--- src/rtl/error_scoreboard_if.sv ---
// Bundle of comparison inputs, FIFO read port and verdict outputs for error_scoreboard.
// The master side is the test environment; the slave side is the scoreboard.
interface error_scoreboard_if #(
    parameter int DATAWIDTH = 32,
    parameter int TSW       = 32
);
    // meas/refv carry two's-complement words; they are only stored, never compared here
    logic [DATAWIDTH-1:0] meas;
    logic [DATAWIDTH-1:0] refv;
    logic                 valid;
    logic                 err;
    logic                 done;
    logic                 rd_en;
    logic [DATAWIDTH-1:0] rd_meas;
    logic [DATAWIDTH-1:0] rd_ref;
    logic [TSW-1:0]       rd_ts;
    logic                 empty;
    logic                 full;
    logic                 overflow;
    logic [TSW-1:0]       n_samples;
    logic [TSW-1:0]       n_errors;
    logic                 finished;
    logic                 pass;

    modport master (
        output meas, refv, valid, err, done, rd_en,
        input  rd_meas, rd_ref, rd_ts, empty, full, overflow,
        input  n_samples, n_errors, finished, pass
    );

    modport slave (
        input  meas, refv, valid, err, done, rd_en,
        output rd_meas, rd_ref, rd_ts, empty, full, overflow,
        output n_samples, n_errors, finished, pass
    );
endinterface

--- src/rtl/error_scoreboard.sv ---
// Records mismatching meas/refv pairs with a cycle timestamp in a FWFT FIFO,
// keeps saturating sample/error counts and produces a pass/fail verdict at end of test.
module error_scoreboard #(
    parameter int DATAWIDTH = 32,
    parameter int DEPTH     = 8,
    parameter int TSW       = 32
) (
    input logic               Clk,
    input logic               Rst,
    error_scoreboard_if.slave sb
);

    localparam int             AW       = (DEPTH > 1) ? $clog2(DEPTH) : 1;
    localparam int             CW       = AW + 1;
    localparam logic [CW-1:0]  CNT_FULL = CW'(DEPTH);
    localparam logic [TSW-1:0] TS_MAX   = {TSW{1'b1}};

    typedef enum logic [1:0] {
        IDLE = 2'd0,
        RUN  = 2'd1,
        DONE = 2'd2
    } state_e;

    state_e               state_q;
    state_e               state_d;
    logic                 active_s;
    logic                 in_done_s;

    logic [TSW-1:0]       cyc_q;
    logic [TSW-1:0]       nsamp_q;
    logic [TSW-1:0]       nsamp_d;
    logic [TSW-1:0]       nerr_q;
    logic [TSW-1:0]       nerr_d;

    logic [AW-1:0]        wr_ptr_q;
    logic [AW-1:0]        rd_ptr_q;
    logic [CW-1:0]        cnt_q;
    logic [CW-1:0]        cnt_d;
    logic [DATAWIDTH-1:0] mem_meas_q [DEPTH];
    logic [DATAWIDTH-1:0] mem_ref_q  [DEPTH];
    logic [TSW-1:0]       mem_ts_q   [DEPTH];

    logic [DATAWIDTH-1:0] rd_meas_q;
    logic [DATAWIDTH-1:0] rd_meas_d;
    logic [DATAWIDTH-1:0] rd_ref_q;
    logic [DATAWIDTH-1:0] rd_ref_d;
    logic [TSW-1:0]       rd_ts_q;
    logic [TSW-1:0]       rd_ts_d;
    logic                 empty_q;
    logic                 full_q;
    logic                 ovf_q;
    logic                 finished_q;
    logic                 pass_q;

    logic                 fifo_empty_s;
    logic                 fifo_full_s;
    logic                 push_s;
    logic                 pop_s;
    logic                 wr_s;
    logic                 ovf_set_s;

    // FSM state register
    always_ff @(posedge Clk or posedge Rst) begin
        if (Rst) begin
            state_q <= IDLE;
        end else begin
            state_q <= state_d;
        end
    end

    // FSM next-state logic; DONE is only left through reset
    always_comb begin
        state_d = state_q;
        case (state_q)
            IDLE: begin
                if (sb.done) begin
                    state_d = DONE;
                end else if (sb.valid) begin
                    state_d = RUN;
                end else begin
                    state_d = IDLE;
                end
            end
            RUN: begin
                if (sb.done) begin
                    state_d = DONE;
                end else begin
                    state_d = RUN;
                end
            end
            DONE:    state_d = DONE;
            default: state_d = IDLE;
        endcase
    end

    // FSM outputs: collection is live in IDLE and RUN, frozen in DONE
    always_comb begin
        active_s  = 1'b0;
        in_done_s = 1'b0;
        case (state_q)
            IDLE:    active_s  = 1'b1;
            RUN:     active_s  = 1'b1;
            DONE:    in_done_s = 1'b1;
            default: begin
                active_s  = 1'b0;
                in_done_s = 1'b0;
            end
        endcase
    end

    assign fifo_empty_s = (cnt_q == {CW{1'b0}});
    assign fifo_full_s  = (cnt_q == CNT_FULL);
    assign push_s       = active_s & sb.valid & sb.err;
    assign pop_s        = sb.rd_en & ~fifo_empty_s;
    // a pop in the same cycle frees the slot, so a full FIFO still accepts the push
    assign wr_s         = push_s & (~fifo_full_s | pop_s);
    assign ovf_set_s    = push_s & fifo_full_s & ~pop_s;

    // FIFO occupancy next state
    always_comb begin
        case ({wr_s, pop_s})
            2'b10:   cnt_d = cnt_q + CW'(1);
            2'b01:   cnt_d = cnt_q - CW'(1);
            default: cnt_d = cnt_q;
        endcase
    end

    // Saturating sample and error counters
    always_comb begin
        nsamp_d = nsamp_q;
        nerr_d  = nerr_q;
        if (active_s && sb.valid) begin
            if (nsamp_q != TS_MAX) begin
                nsamp_d = nsamp_q + TSW'(1);
            end else begin
                nsamp_d = nsamp_q;
            end
            if (sb.err && (nerr_q != TS_MAX)) begin
                nerr_d = nerr_q + TSW'(1);
            end else begin
                nerr_d = nerr_q;
            end
        end else begin
            nsamp_d = nsamp_q;
            nerr_d  = nerr_q;
        end
    end

    // Next head entry; the outputs hold their last value once the FIFO drains
    always_comb begin
        rd_meas_d = rd_meas_q;
        rd_ref_d  = rd_ref_q;
        rd_ts_d   = rd_ts_q;
        if (pop_s && (cnt_d != {CW{1'b0}})) begin
            if (cnt_q > CW'(1)) begin
                rd_meas_d = mem_meas_q[rd_ptr_q + AW'(1)];
                rd_ref_d  = mem_ref_q[rd_ptr_q + AW'(1)];
                rd_ts_d   = mem_ts_q[rd_ptr_q + AW'(1)];
            end else begin
                rd_meas_d = sb.meas;
                rd_ref_d  = sb.refv;
                rd_ts_d   = cyc_q;
            end
        end else if (fifo_empty_s && wr_s) begin
            rd_meas_d = sb.meas;
            rd_ref_d  = sb.refv;
            rd_ts_d   = cyc_q;
        end else begin
            rd_meas_d = rd_meas_q;
            rd_ref_d  = rd_ref_q;
            rd_ts_d   = rd_ts_q;
        end
    end

    // FIFO storage, written at the tail
    always_ff @(posedge Clk) begin
        if (wr_s) begin
            mem_meas_q[wr_ptr_q] <= sb.meas;
            mem_ref_q[wr_ptr_q]  <= sb.refv;
            mem_ts_q[wr_ptr_q]   <= cyc_q;
        end
    end

    // Counters, pointers, status flags and verdict
    always_ff @(posedge Clk or posedge Rst) begin
        if (Rst) begin
            cyc_q      <= {TSW{1'b0}};
            nsamp_q    <= {TSW{1'b0}};
            nerr_q     <= {TSW{1'b0}};
            wr_ptr_q   <= {AW{1'b0}};
            rd_ptr_q   <= {AW{1'b0}};
            cnt_q      <= {CW{1'b0}};
            rd_meas_q  <= {DATAWIDTH{1'b0}};
            rd_ref_q   <= {DATAWIDTH{1'b0}};
            rd_ts_q    <= {TSW{1'b0}};
            empty_q    <= 1'b1;
            full_q     <= 1'b0;
            ovf_q      <= 1'b0;
            finished_q <= 1'b0;
            pass_q     <= 1'b0;
        end else begin
            cyc_q      <= cyc_q + TSW'(1);
            nsamp_q    <= nsamp_d;
            nerr_q     <= nerr_d;
            cnt_q      <= cnt_d;
            if (wr_s) begin
                wr_ptr_q <= wr_ptr_q + AW'(1);
            end
            if (pop_s) begin
                rd_ptr_q <= rd_ptr_q + AW'(1);
            end
            rd_meas_q  <= rd_meas_d;
            rd_ref_q   <= rd_ref_d;
            rd_ts_q    <= rd_ts_d;
            empty_q    <= (cnt_d == {CW{1'b0}});
            full_q     <= (cnt_d == CNT_FULL);
            if (ovf_set_s) begin
                ovf_q <= 1'b1;
            end
            finished_q <= in_done_s;
            pass_q     <= in_done_s & (nerr_q == {TSW{1'b0}}) & ~ovf_q
                          & (nsamp_q != {TSW{1'b0}});
        end
    end

    assign sb.rd_meas   = rd_meas_q;
    assign sb.rd_ref    = rd_ref_q;
    assign sb.rd_ts     = rd_ts_q;
    assign sb.empty     = empty_q;
    assign sb.full      = full_q;
    assign sb.overflow  = ovf_q;
    assign sb.n_samples = nsamp_q;
    assign sb.n_errors  = nerr_q;
    assign sb.finished  = finished_q;
    assign sb.pass      = pass_q;

endmodule

--- src/flat_wrapper.sv ---
// flat-port wrapper written by rule: the top's interface ports become plain ports
module error_scoreboard_flat 
#(
    parameter int DATAWIDTH = 32,
    parameter int DEPTH     = 8,
    parameter int TSW       = 32
)
  (Clk, Rst, sb_meas, sb_refv, sb_valid, sb_err, sb_done, sb_rd_en, sb_rd_meas, sb_rd_ref, sb_rd_ts, sb_empty, sb_full, sb_overflow, sb_n_samples, sb_n_errors, sb_finished, sb_pass);
  error_scoreboard_if #(.DATAWIDTH(DATAWIDTH), .TSW(TSW)) sb_i ();
  input logic Clk;
  input logic Rst;
  input wire logic [$bits(sb_i.meas)-1:0] sb_meas;
  input wire logic [$bits(sb_i.refv)-1:0] sb_refv;
  input wire logic [$bits(sb_i.valid)-1:0] sb_valid;
  input wire logic [$bits(sb_i.err)-1:0] sb_err;
  input wire logic [$bits(sb_i.done)-1:0] sb_done;
  input wire logic [$bits(sb_i.rd_en)-1:0] sb_rd_en;
  output wire logic [$bits(sb_i.rd_meas)-1:0] sb_rd_meas;
  output wire logic [$bits(sb_i.rd_ref)-1:0] sb_rd_ref;
  output wire logic [$bits(sb_i.rd_ts)-1:0] sb_rd_ts;
  output wire logic [$bits(sb_i.empty)-1:0] sb_empty;
  output wire logic [$bits(sb_i.full)-1:0] sb_full;
  output wire logic [$bits(sb_i.overflow)-1:0] sb_overflow;
  output wire logic [$bits(sb_i.n_samples)-1:0] sb_n_samples;
  output wire logic [$bits(sb_i.n_errors)-1:0] sb_n_errors;
  output wire logic [$bits(sb_i.finished)-1:0] sb_finished;
  output wire logic [$bits(sb_i.pass)-1:0] sb_pass;
  assign sb_i.meas = sb_meas;
  assign sb_i.refv = sb_refv;
  assign sb_i.valid = sb_valid;
  assign sb_i.err = sb_err;
  assign sb_i.done = sb_done;
  assign sb_i.rd_en = sb_rd_en;
  assign sb_rd_meas = sb_i.rd_meas;
  assign sb_rd_ref = sb_i.rd_ref;
  assign sb_rd_ts = sb_i.rd_ts;
  assign sb_empty = sb_i.empty;
  assign sb_full = sb_i.full;
  assign sb_overflow = sb_i.overflow;
  assign sb_n_samples = sb_i.n_samples;
  assign sb_n_errors = sb_i.n_errors;
  assign sb_finished = sb_i.finished;
  assign sb_pass = sb_i.pass;
  error_scoreboard #(.DATAWIDTH(DATAWIDTH), .DEPTH(DEPTH), .TSW(TSW)) u_core (.Clk(Clk), .Rst(Rst), .sb(sb_i));
endmodule
--- config.mk ---
export PLATFORM = sky130hd
export DESIGN_NAME = error_scoreboard_flat
export DESIGN_NICKNAME = d
export VERILOG_FILES = /design/src/rtl/error_scoreboard_if.sv /design/src/rtl/error_scoreboard.sv /design/src/flat_wrapper.sv
export SDC_FILE = /design/constraint.sdc
export NUM_CORES = 1
export LEC_CHECK = 0
export CORE_MARGIN = 2
export CORE_UTILIZATION = 35
export CTS_CLUSTER_SIZE = 24
export DETAILED_ROUTE_END_ITERATION = 10
export SLEW_MARGIN = 20
export SYNTH_ARGS = -nofsm -noshare
export SYNTH_HDL_FRONTEND = slang
export SYNTH_SLANG_ARGS = --single-unit
--- constraint.sdc ---
create_clock -name Clk -period 14.4 [get_ports Clk]
set_input_delay 1.44 -clock Clk [delete_from_list [all_inputs] [get_ports Clk]]
set_output_delay 1.44 -clock Clk [all_outputs]
set_load 0.02 [all_outputs]
==> results.cfg, run 1 <==
[outcome]
outcome = finished, final reports clean

[clock_network]
clk_path_buf_depth = 3
cts-resized-gates = 0
postCtsSetupRepairBufs = 0
cts_tree = done
clk_latency_ns = 0.67
clk_pin_slew_ns = 0.06
htree_levels = 3
root_buffer = clkbuf_16
cts_buffers = 98
cts_sinks = 977
ctsHoldBuffers = 0

[global_routing]
grt_pass1_vias = 22100
antenna_found_initial = 2
grt_pass1_wl_mm = 144.9
track_usage_pct = 16.99
overflow = 0
grt_max_degree = 98

[timing]
worst_slew_pin_slew_ns = 1.039
setup_tns_ns = 0
finalWorstSetupSlack_ns = 8.919
hold_viol_final = 0
finClkSkew_ns = 0.02645
slew_headroom_pct = 30.76
fin_crit_ns = 5.481
rsz0062_at_grt = false
clock.fmax_mhz = 182.4
maxSlewViolCount = 0
finalSetupViolCount = 0
fin_crit_sh_pct = 38.07

[cells_and_area]
final_common_cell = edfxtp_1
final_area_sq_um = 46310
most-common-layout-cells = 768 x edfxtp_1, 234 x clkdlybuf4s50_1, 207 x dfrtp_1, 192 x mux4_2, 153 x nand2_1
fill_cells = 9675
layout-drive-gt1-share_pct = 15.89
area_growth_pct = 18.88
postLayoutCoreUtil_pct = 41.90
nets = 2493

[setup_path]
critPathTopFamily = buffers and inverters
r2r_slack_ns = 9.13
crit_slowest_cell = buf_4
critPathBufInv = 5
endpoint_kind = register
crit_fanout = 58
r2r-end = u_core.sb.rd_meas[7]
arrival_ns = 6.07
start_kind = input port
r2r-start = u_core.cnt_q[0]
cp_common_cell = buf_4
crit_start = sb_rd_en
worstRegToRegCells = 13
critPathKind = input port to register
required_ns = 14.99
max_stage_delay_ns = 0.81
crit_chain = clkdlybuf4s50_1, nor4bb_1, a211o_1, or3_1, a311o_2, buf_4, inv_6, o21ai_4, buf_4, buf_4, a311o_1

[synthesis]
netlist_area_sq_um = 38950
ys_ff_latch = 977
synthCells = 2170
synth_flop_cell = edfxtp_1
synth_cell_types = 51
yosysSeqAreaShare_pct = 72.64
synth_nets = 2250
syn_avg_cell_area_sq_um = 17.95
ys_async_sr_fraction_pct = 21.39
synth_edf_count = 768
synth_warnings = 0

[power_and_ir_drop]
p_leak_nw = 15.73
power_density_nw_per_um2 = 198.8
ir_drop_mv = 0.2438

[place]
place.port_buffers = 234
gp_congestion = 0.8107
post-dp-hpwl_mm = 50.75
place_area_sq_um = 43040
place_ws_ns = 8.367

[worst_hold_path]
min_to = u_core.sb.finished
whs_path_depth = 1
min-delay-path-class = register to register
min-delay-start = u_core.state_q[0]

[route]
dr.pass1.iters = 5
avgViaCountPerCell = 5.376
postRouteAntennaNets = 0
drc = 0
drt-initial-drc-count = 1668
via_count = 21440
wl_per_cell_microns = 24.45
wirelength_mm = 97.54

[die]
io_pins = 235
fp.dieW_microns = 337.6
dieArea_sq_um = 114000
rows = 122
coreArea_sq_um = 110500
start_util_pct = 35.24
die_y_microns = 337.6

[job]
drv_cap = 0
-- how the worst max path moves through the flow --
stage | end | cells after the start
2_1_floorplan | u_core.mem_meas_q[0][0] | 4
3_3_place_gp | u_core.sb.rd_ts[13] | 11
3_5_place_dp | u_core.sb.rd_meas[10] | 11
4_1_cts | u_core.sb.rd_meas[10] | 11
5_1_grt | u_core.sb.rd_meas[13] | 11
6_report | u_core.sb.rd_meas[7] | 11
-- area by class of cell --
cell class	count	area, sq um	area share (%)
Timing Repair Buffer	274	2655	5.734
Sequential cell	977	28300	61.11
Clock inverter	52	523.0	1.129
Tap cell	1488	1862	4.021
Multi-Input combinational cell	1045	10150	21.91
Inverter	17	76.32	0.1648
Clock buffer	134	2741	5.920
Antenna cell	2	5.005	0.01081
-- synth_stat cells, types with 30 or more instances --
master    number  share of area [%]
a21oi_1       98                1.3
a311o_1       96                2.5
clkbuf_1      87               0.84
dfrtp_1      208                 13
edfxtp_1     768                 59
mux2i_1       96                2.5
mux4_2       192                 11
nand2_1      154                1.5
nand3_1       34               0.44
nand4_1       30               0.48
nor2_1        33               0.32
nor3_1       108                1.4
xnor2_1       77                1.7
-- per-stage QoR --
| step | hold WS (ns) | instances | power [mW] |
|---|---|---|---|
| 4_1_cts | 0.4816 | 3987 | 9.314 |
| 3_3_place_gp | 0.4513 | 3801 | 6.680 |
| 6_report | 0.4810 | 3989 | 9.205 |
| 2_1_floorplan | 0.4218 | 2170 | 5.644 |
| 3_5_place_dp | 0.4669 | 3801 | 6.723 |
| 5_1_grt | 0.4976 | 3989 | 9.626 |
-- per-layer routing --
metal  share of wire, %  GRT usage (%)  wire length [microns]  vias up
li1                   -              -                      -     9201
met1                 43          23.19                  41880    11400
met2                 49          27.83                  47370      705
met3                6.2          3.000                   6068      137
met4                2.3          5.031                   2225        0
met5                  0              0                      0        -
-- power by group --
part	total (mW)	internal (mW)	switching, mW
Clock	2.57	1.50	1.08
Sequential	3.51	3.29	0.220
Combinational	3.12	1.43	1.69
Total	9.20	6.22	2.98
-- flip-flops by register name, summed over array words and instances (netlist names), 2 cells and up --
name                 flops
u_core.sb.rd_meas       32
u_core.mem_ref_q       256
u_core.sb.n_errors      32
u_core.sb.n_samples     32
u_core.mem_ts_q        256
u_core.mem_meas_q      256
u_core.cnt_q             4
u_core.rd_ptr_q          3
u_core.wr_ptr_q          3
u_core.sb.rd_ref        32
u_core.sb.rd_ts         32
u_core.state_q           2
u_core.cyc_q            32
-- kinds of logic (layout without fill, tap and decap cells) --
group	count (synthesis)	after routing	share of synthesized area [%]
xor gates and xnor gates	98	98	2.204
muxes	288	288	13.57
adders and majority gates	10	10	0.3212
buffers and inverters	148	477	1.635
and+or+nand+nor	438	438	5.567
other	0	2	0
DFF	977	977	72.64
AOI/OAI and AO/OA	211	211	4.067
Note: power is estimated with default switching activity, not from simulation.
==> inputs of run 2 (changes only) <==
- clock period: 14.4 -> 5 ns (I/O delays scaled with it)
==> results.cfg, run 2 (synthesis results as in run 1) <==
[outcome]
outcome = finished, final reports clean

[place]
post-dp-hpwl_mm = 49.19
place_ws_ns = 0.7873
gp_congestion = 0.8228
dp_cells = 3793
place.port_buffers = 234
place_area_sq_um = 43200

[route]
drt-initial-drc-count = 1726
wl_per_cell_microns = 24.54
wirelength_mm = 97.56
avgViaCountPerCell = 5.364
drc = 0
postRouteAntennaNets = 0
via_count = 21330
dr.pass1.iters = 5

[global_routing]
grt_max_degree = 112
grt_pass1_wl_mm = 145.0
grt_use_met1_pct = 22.71
met3_usage_pct = 3.069
grt_pass1_vias = 22170
grt_busiest_layer = met2
track_usage_pct = 17.04
grt.met2_usage_pct = 28.78
antenna_found_initial = 3
overflow = 0

[power_and_ir_drop]
power_density_nw_per_um2 = 571.6
finalPower_mw = 26.55
p_leak_nw = 15.75
ir_drop_mv = 0.4876

[setup_path]
arrival_ns = 4.63
worstRegToRegCells = 10
r2r_slack_ns = 0.94
critPathKind = register to register
r2r-start = u_core.cnt_q[0]
endpoint_kind = register
r2r-end = u_core.sb.rd_ref[15]
start_kind = register
crit_start = u_core.cnt_q[0]
crit_end = u_core.sb.rd_ref[15]
required_ns = 5.57
crit_fanout = 58

[die]
fp.dieW_microns = 337.6
rows = 122
die_y_microns = 337.6
coreArea_sq_um = 110500
start_util_pct = 35.24
dieArea_sq_um = 114000
io_pins = 235

[cells_and_area]
regArea_sq_um = 28300
final_area_sq_um = 46440
largestRegisters = u_core.mem_meas_q x256, u_core.mem_ref_q x256, u_core.mem_ts_q x256
area_growth_pct = 19.24
multiInputGateArea_sq_um = 10180
fill_cells = 9713
final_common_cell = edfxtp_1
stdcell_count = 3976
postLayoutCoreUtil_pct = 42.03
nets = 2484
most-common-layout-cells = 768 x edfxtp_1, 234 x clkdlybuf4s50_1, 207 x dfrtp_1, 192 x mux4_2, 153 x nand2_1
layout-drive-gt1-share_pct = 15.64

[clock_network]
ctsHoldBuffers = 0
cts_buffers = 97
clk_pin_slew_ns = 0.06
postCtsSetupRepairBufs = 0
cts_sinks = 977
root_buffer = clkbuf_16
clk_path_buf_depth = 3
htree_levels = 3
clk_latency_ns = 0.67
cts_tree = done
cts-resized-gates = 0

[timing]
finalWorstSetupSlack_ns = 0.9398
finClkSkew_ns = 0.03435
setup_tns_ns = 0
clock.fmax_mhz = 246.3
maxSlewViolCount = 0
slew_headroom_pct = 32.77
fin_crit_sh_pct = 81.20
timing.hold.ws_ns = 0.3561
hold_viol_final = 0
worst_slew_pin_slew_ns = 1.008
finalSetupViolCount = 0
fin_crit_ns = 4.060
rsz0062_at_grt = false

[job]
drv_cap = 0

[worst_hold_path]
min-delay-path-class = input port to asynchronous set/reset pin
==> run 2: changes by cell type in the layout (fill, tap and decap cells not counted), sizes merged <==
cell and change:
buf -8, diode -1, clkinv -5, bufinv +1
==> run 2: critical path, stage by stage, from the launching register on <==
cell	delay (ns)
dfrtp_1	0.44
inv_1	0.17
ha_1	0.30
nor4bb_1	0.67
a211o_1	0.24
or3_1	0.14
a311o_2	0.43
inv_4	0.08
o21ai_4	0.29
buf_4	0.81
a311o_1	0.30
==> run 2: area by class of cell <==
class	instances	share of cell area, %
tap	1488	4.009
sequential	977	60.93
inverter	17	0.1509
timing repair buffer	266	6.018
clock buffer	134	5.722
antenna	1	0.005388
clock inverter	48	1.250
multi-input combinational	1045	21.92
==> run 2: layer usage <==
| layer | routed length [microns] | vias to the layer above |
|---|---|---|
| met5 | 25 | - |
| met4 | 1678 | 4 |
| met3 | 5963 | 108 |
| met2 | 48580 | 658 |
| met1 | 41310 | 11360 |
| li1 | - | 9200 |
==> run 2: worst min-delay path by stage <==
stage | slack [ns] | endpoint | startpoint
2_1_floorplan | 0.42 | u_core.sb.finished | u_core.state_q[0]
3_3_place_gp | 0.45 | u_core.sb.finished | u_core.state_q[0]
3_5_place_dp | 0.46 | u_core.sb.finished | u_core.state_q[0]
4_1_cts | 0.35 | u_core.rd_ptr_q[2] | Rst
5_1_grt | 0.40 | u_core.rd_ptr_q[2] | Rst
6_report | 0.36 | u_core.rd_ptr_q[2] | Rst
==> run 2: report_power, final <==
group | internal (mW) | total [mW] | switching, mW
Sequential | 9.49 | 10.1 | 0.635
Combinational | 4.19 | 9.05 | 4.86
Clock | 4.27 | 7.37 | 3.11
